`src/rtl/uart_irq_arbiter.sv`:
```
`timescale 1ns/1ps
// -----------------------------------------------------------------------------
// uart_irq_arbiter
//
// Merges the active-low interrupt requests of NCH UART channels into one
// active-low DSP interrupt. A round-robin arbiter picks the next pending,
// enabled channel. Its channel id and 4-bit ISR are snapshotted into VECTOR,
// and nIRQ_OUT is held low until the DSP writes EOI. An optional hold-off gap
// (HOLDOFF cycles) follows each EOI before the next arbitration can start.
//
// Register map (word address DSP_ADDR = addr[4:1]):
//   4'b1000 MASK    RW  [NCH-1:0]   1 = channel enabled
//   4'b1001 VECTOR  RO  [15] valid, [4+CHW-1:4] channel id, [3:0] ISR snapshot
//   4'b1010 EOI     WO  any write ends the current interrupt; reads 0
//   4'b1011 HOLDOFF RW  [HOLD_W-1:0] gap in cycles after EOI
//
// Ports:
//   DSP_CLK    in   1       clock
//   RESETn     in   1       asynchronous active-low reset
//   DSP_CEn    in   1       chip enable, active low
//   DSP_ADDR   in   4       word address
//   DSP_WDATA  in   32      write data
//   DSP_WEn    in   1       0 = write, 1 = read
//   DSP_RDATA  out  32      {16'd0, registered read data}
//   CH_nIRQ    in   NCH     per-channel interrupt, active low
//   CH_ISR     in   4*NCH   per-channel ISR, channel i at [4i+3:4i]
//   nIRQ_OUT   out  1       merged interrupt to the DSP, active low
// -----------------------------------------------------------------------------
module uart_irq_arbiter #(
  parameter int NCH    = 4,
  parameter int CHW    = 2,
  parameter int HOLD_W = 8
) (
  input  logic             DSP_CLK,
  input  logic             RESETn,
  input  logic             DSP_CEn,
  input  logic [3:0]       DSP_ADDR,
  input  logic [31:0]      DSP_WDATA,
  input  logic             DSP_WEn,
  output logic [31:0]      DSP_RDATA,
  input  logic [NCH-1:0]   CH_nIRQ,
  input  logic [4*NCH-1:0] CH_ISR,
  output logic             nIRQ_OUT
);

  localparam logic [3:0] A_MASK    = 4'b1000;
  localparam logic [3:0] A_VECTOR  = 4'b1001;
  localparam logic [3:0] A_EOI     = 4'b1010;
  localparam logic [3:0] A_HOLDOFF = 4'b1011;

  typedef enum logic [1:0] {
    S_IDLE   = 2'd0,
    S_ARB    = 2'd1,
    S_ASSERT = 2'd2,
    S_HOLD   = 2'd3
  } state_t;

  state_t              r_state;
  logic [NCH-1:0]      r_mask;
  logic [HOLD_W-1:0]   r_holdoff;
  logic [HOLD_W-1:0]   r_cnt;
  logic [CHW-1:0]      r_last;
  logic [CHW-1:0]      r_vec_ch;
  logic [3:0]          r_vec_isr;
  logic [15:0]         r_rdata;

  logic                w_wr;
  logic                w_rd;
  logic                w_eoi;
  logic [NCH-1:0]      w_pending;
  logic                w_found;
  logic [CHW-1:0]      w_grant;
  logic [CHW-1:0]      w_idx;
  int                  w_t;
  logic [3:0]          w_isr;
  logic [15:0]         w_rdata_nxt;
  logic                w_unused;

  // Bus decode
  assign w_wr  = !DSP_CEn && !DSP_WEn;
  assign w_rd  = !DSP_CEn &&  DSP_WEn;
  assign w_eoi = w_wr && (DSP_ADDR == A_EOI);

  // Write-data bits that no register stores are folded here so the whole bus
  // is visibly consumed.
  assign w_unused = ^DSP_WDATA;

  assign w_pending = ~CH_nIRQ & r_mask;

  // Round robin: walk channels LAST+1, LAST+2, ... wrapping at NCH, and take
  // the first pending one. The wrap is done by subtraction so non-power-of-2
  // channel counts work.
  always_comb begin
    w_found = 1'b0;
    w_grant = '0;
    w_t     = 0;
    w_idx   = '0;
    for (int i = 1; i <= NCH; i++) begin
      w_t = int'(r_last) + i;
      if (w_t >= NCH) begin
        w_t = w_t - NCH;
      end
      w_idx = w_t[CHW-1:0];
      if (!w_found && w_pending[w_idx]) begin
        w_found = 1'b1;
        w_grant = w_idx;
      end
    end
  end

  // ISR slice of the channel the arbiter would grant this cycle
  always_comb begin
    w_isr = '0;
    for (int c = 0; c < NCH; c++) begin
      if (w_grant == CHW'(c)) begin
        w_isr = CH_ISR[4*c +: 4];
      end
    end
  end

  // Read mux; unmapped addresses and unused bits return 0
  always_comb begin
    w_rdata_nxt = '0;
    case (DSP_ADDR)
      A_MASK: begin
        w_rdata_nxt[NCH-1:0] = r_mask;
      end
      A_VECTOR: begin
        w_rdata_nxt[15]        = (r_state == S_ASSERT);
        w_rdata_nxt[4 +: CHW]  = r_vec_ch;
        w_rdata_nxt[3:0]       = r_vec_isr;
      end
      A_HOLDOFF: begin
        w_rdata_nxt[HOLD_W-1:0] = r_holdoff;
      end
      default: begin
        w_rdata_nxt = '0;
      end
    endcase
  end

  // Programmable registers and the registered read port
  always_ff @(posedge DSP_CLK or negedge RESETn) begin
    if (!RESETn) begin
      r_mask    <= '0;
      r_holdoff <= '0;
      r_rdata   <= '0;
    end else begin
      if (w_wr && (DSP_ADDR == A_MASK)) begin
        r_mask <= DSP_WDATA[NCH-1:0];
      end
      if (w_wr && (DSP_ADDR == A_HOLDOFF)) begin
        r_holdoff <= DSP_WDATA[HOLD_W-1:0];
      end
      if (w_rd) begin
        r_rdata <= w_rdata_nxt;
      end
    end
  end

  // Interrupt FSM. ARB re-evaluates pending so a request that vanished
  // between IDLE and ARB produces no grant. The hold-off counter is loaded
  // only at EOI, so HOLDOFF writes during HOLD leave the running gap alone.
  always_ff @(posedge DSP_CLK or negedge RESETn) begin
    if (!RESETn) begin
      r_state   <= S_IDLE;
      r_cnt     <= '0;
      r_last    <= '0;
      r_vec_ch  <= '0;
      r_vec_isr <= '0;
    end else begin
      case (r_state)
        S_IDLE: begin
          if (|w_pending) begin
            r_state <= S_ARB;
          end
        end
        S_ARB: begin
          if (w_found) begin
            r_last    <= w_grant;
            r_vec_ch  <= w_grant;
            r_vec_isr <= w_isr;
            r_state   <= S_ASSERT;
          end else begin
            r_state <= S_IDLE;
          end
        end
        S_ASSERT: begin
          if (w_eoi) begin
            if (r_holdoff == '0) begin
              r_state <= S_IDLE;
            end else begin
              r_cnt   <= r_holdoff;
              r_state <= S_HOLD;
            end
          end
        end
        S_HOLD: begin
          if (r_cnt == HOLD_W'(1)) begin
            r_state <= S_IDLE;
          end else begin
            r_cnt <= r_cnt - HOLD_W'(1);
          end
        end
        default: begin
          r_state <= S_IDLE;
        end
      endcase
    end
  end

  assign nIRQ_OUT  = (r_state != S_ASSERT);
  assign DSP_RDATA = {16'd0, r_rdata};

endmodule

```
`config.mk`:
```
export PLATFORM = sky130hd
export DESIGN_NAME = uart_irq_arbiter
export DESIGN_NICKNAME = d
export VERILOG_FILES = /design/src/rtl/uart_irq_arbiter.sv
export SDC_FILE = /design/constraint.sdc
export NUM_CORES = 1
export LEC_CHECK = 0
export ABC_AREA = 1
export CAP_MARGIN = 20
export CELL_PAD_IN_SITES_DETAIL_PLACEMENT = 0
export CELL_PAD_IN_SITES_GLOBAL_PLACEMENT = 1
export CORE_UTILIZATION = 28
export CTS_CLUSTER_SIZE = 20
export DETAILED_ROUTE_END_ITERATION = 12
export PLACE_DENSITY_LB_ADDON = 0.1
export SYNTH_ARGS = -nofsm -noshare
export SYNTH_HDL_FRONTEND = slang
export SYNTH_SLANG_ARGS = --single-unit
```
`constraint.sdc`:
```
create_clock -name DSP_CLK -period 1.8 [get_ports DSP_CLK]
set_input_delay 0.36 -clock DSP_CLK [delete_from_list [all_inputs] [get_ports DSP_CLK]]
set_output_delay 0.36 -clock DSP_CLK [all_outputs]
set_load 0.01 [all_outputs]
```
==> results of run 1 <==
sequential cells by signal (all words and copies together), names as in the netlist:
register   cells
r_rdata        9
r_cnt          8
r_holdoff      8
r_mask         4
r_vec_isr      4
r_state        2
r_vec_ch       2
final timing paths:
path | from | to | slack, ns | cells past startpoint
max | r_vec_ch[1] | r_vec_isr[0] | -0.02 | 12
min | RESETn | r_cnt[3] | 0.03 | 1
max reg2reg | r_vec_ch[1] | r_vec_isr[0] | -0.02 | 12
min reg2reg | r_vec_isr[3] | r_vec_isr[3] | 0.48 | 2
max in group asynchronous | RESETn | r_vec_ch[0] | 1.28 | 2
min in group DSP_CLK | r_vec_isr[3] | r_vec_isr[3] | 0.48 | 2
critical path, stage by stage, from the launching register on:
cell                      delay (ns)
sky130_fd_sc_hd__dfrtp_2        0.48
sky130_fd_sc_hd__buf_6          0.15
sky130_fd_sc_hd__nand2_2        0.05
sky130_fd_sc_hd__nand2_2        0.07
sky130_fd_sc_hd__nand3_4        0.08
sky130_fd_sc_hd__nand2_4        0.09
sky130_fd_sc_hd__nand2_4        0.09
sky130_fd_sc_hd__buf_4          0.12
sky130_fd_sc_hd__nor3_4         0.05
sky130_fd_sc_hd__nor3_4         0.29
sky130_fd_sc_hd__inv_1          0.13
sky130_fd_sc_hd__nand2_1        0.09
sky130_fd_sc_hd__nand2_1        0.05
logic make-up (layout without fill, tap and decap cells):
group	Yosys count	after routing	share of synthesized area, %
muxes	3	3	1.36
DFF	37	37	37.4
xor gates and xnor gates	2	2	0.707
other	1	23	0.151
AOI/OAI and AO/OA	48	48	10.5
adders and majority gates	2	2	1.01
and+or+nand+nor	181	184	34.6
buffers and inverters	67	153	14.3
stage by stage:
| stage | instances | utilization (%) |
|---|---|---|
| final | 557 | 45.6 |
| after global routing | 557 | 45.6 |
| after CTS | 541 | 41.1 |
| after detailed placement | 530 | 39.1 |
| after global placement | 530 | 39.1 |
| after floorplan | 363 | - |
routing by layer:
| metal | GRT usage [%] | part of all wire, % | vias up |
|---|---|---|---|
| met4 | 5.22 | 1.1 | 0 |
| met1 | 20.1 | 46 | 1159 |
| li1 | - | - | 1286 |
| met2 | 28.0 | 50 | 47 |
| met3 | 2.29 | 3.4 | 4 |
| met5 | 0 | 0 | - |
layout by cell type, fill, tap and decap left out, types with 15 or more instances in the layout:
master                             n
sky130_fd_sc_hd__nor2_1           16
sky130_fd_sc_hd__inv_1            26
sky130_fd_sc_hd__nand3_1          16
sky130_fd_sc_hd__nand2_2          15
sky130_fd_sc_hd__clkdlybuf4s50_1  43
sky130_fd_sc_hd__dfrtp_1          35
sky130_fd_sc_hd__nand2_1          84
sky130_fd_sc_hd__o21ai_0          20
sky130_fd_sc_hd__conb_1           23
sky130_fd_sc_hd__buf_4            53
power by group:
group          internal (uW)  switching (uW)
Clock                    346             298
Sequential               898            64.5
Combinational            327             356
area by class of cell:
cell class                 count  area share, %
clock inverter                 1          0.131
clock buffer                   7           2.52
sequential                    37           24.3
timing repair buffer         105           24.3
tap                          105           3.44
timing repair inverter         1          0.131
inverter                      39           4.22
multi-input combinational    262           40.9
timing repair:
| action | in CTS | in global routing |
|---|---|---|
| pin swaps | 5 | 24 |
| gates resized for setup | 11 | 75 |
| cloned | 2 | 2 |
| endpoints found under the hold margin | 0 | 0 |
| setup buffers | 1 | 14 |
| setup endpoints to repair | 15 | 19 |
==> flow_summary.json, run 1 <==
{
  "globalplace.congestion": 0.751,
  "violations": "negative setup slack",
  "worstPathMaxFanout": 5,
  "yosys.area.top_type_share_pct": 37.4,
  "core_region_area_um2": 8380,
  "initial_core_util_pct": 29.6,
  "routed_wl_mm": 7.27,
  "hold_ws_ns": 0.0258,
  "worstSkewPairLatency_ns": 0.29,
  "number_of_global_route_vias_before_repair": 2303,
  "synthesis.area_per_instance_um2": 7.27,
  "global_route.overflow_total": 0,
  "insertedDiodeCount": 0,
  "routed_via_count_divided_by_cell_count": 4.48,
  "num-nets-final": 513,
  "ys_dominant_reg_cell": "sky130_fd_sc_hd__dfrtp_1",
  "biggest_area_consumer_among_synthesized_cells": "sky130_fd_sc_hd__dfrtp_1",
  "setup_viol": 5,
  "cts.path.max_buffers": 2,
  "grt_first_pass_wirelength_mm": 11.1,
  "cp.required_ns": 1.98,
  "synthArstFlopShare_pct": 100,
  "first_pass_detailed_route_iteration_total": 4,
  "area_growth_syn_to_layout_pct": 54.2,
  "synthTopCellsByArea": "sky130_fd_sc_hd__dfrtp_1 (37%), sky130_fd_sc_hd__nand2_1 (15%), sky130_fd_sc_hd__buf_4 (7.6%)",
  "die_h_um": 96.1,
  "setup_slack_ns": -0.0156,
  "clock-skew-final_ns": 0.00652,
  "place.port_buffers": 45,
  "design_area_final_um2": 3820,
  "final_max_slew_viol_count": 0,
  "syn-instance-count": 341,
  "number_of_synthesis_warnings": 0,
  "tns_ns": -0.0454,
  "die_area_um2": 9230,
  "regArea_um2": 928,
  "detailed_place_hpwl_mm": 5.41,
  "clock_sink_count": 37,
  "rsz0062_at_grt": "yes",
  "hp-class": "input port to asynchronous set/reset pin",
  "via_count": 2496,
  "cts_root_buffer": "sky130_fd_sc_hd__clkbuf_8",
  "area_of_combinational_cells_with_multiple_inputs_um2": 1560,
  "die-width_um": 96.1,
  "status": "complete, but fails checks",
  "drive_above_1_share_pct": 33.2,
  "post-synth-top-count-cell": "sky130_fd_sc_hd__nand2_1",
  "hold_buffers": 0,
  "ys_seq_elements": 37,
  "synth.cells.most_frequent": "sky130_fd_sc_hd__nand2_1 (97), sky130_fd_sc_hd__dfrtp_1 (37), sky130_fd_sc_hd__inv_1 (32)",
  "power_per_cell_area_nw_per_um2": 599,
  "post-route-min-period_ns": 1.82,
  "timing.final.hold_violations": 0,
  "min_period_over_period_pct": 101,
  "yosys.cell_types.count": 36,
  "drt_drc_violations_left": 0,
  "timing.fmax_mhz": 551,
  "critical_path.startpoint_type": "flop",
  "timing_worst_setup_path_type": "flop to flop",
  "synth_enable_flop_cells": 0,
  "seq_area_frac_synth_pct": 37.4,
  "total_global_route_track_usage_pct": 16.0,
  "cp_data_arrival_time_ns": 2.00,
  "placement_rows": 33,
  "grt_max_degree": 21,
  "vdd.ir_drop.worst_mv": 0.232,
  "drt-initial-drc-count": 75,
  "tritoncts": "done",
  "ios": 93,
  "total_power_uw": 2290,
  "cap_violations": 0,
  "cts_buffers": 5,
  "antenna_violations_before_repair": 0,
  "dpl_cell_area_um2": 3280,
  "dp_worst_setup_slack_ns": -0.378,
  "synthesis.area_um2": 2480,
  "clkSlewWorstSetupHoldPaths_ns": 0.08,
  "drt.antenna.violating_nets": 0,
  "post_drt_wl_per_cell_um": 13.1,
  "timing.critical_path.to_type": "flop",
  "nFillCells": 867,
  "cts-htree-levels": 2,
  "power.leakage_uw": 0.00184
}
(Power assumes the default switching activity.)
==> inputs of run 2 (changes only) <==
--- a/config.mk
+++ b/config.mk
@@ -6,7 +6,6 @@
 export NUM_CORES = 1
 export LEC_CHECK = 0
 export ABC_AREA = 1
-export CAP_MARGIN = 20
 export CELL_PAD_IN_SITES_DETAIL_PLACEMENT = 0
 export CELL_PAD_IN_SITES_GLOBAL_PLACEMENT = 1
 export CORE_UTILIZATION = 28
==> results of run 2 <==
Final layout, timing and power as in run 1 (identical DEF).
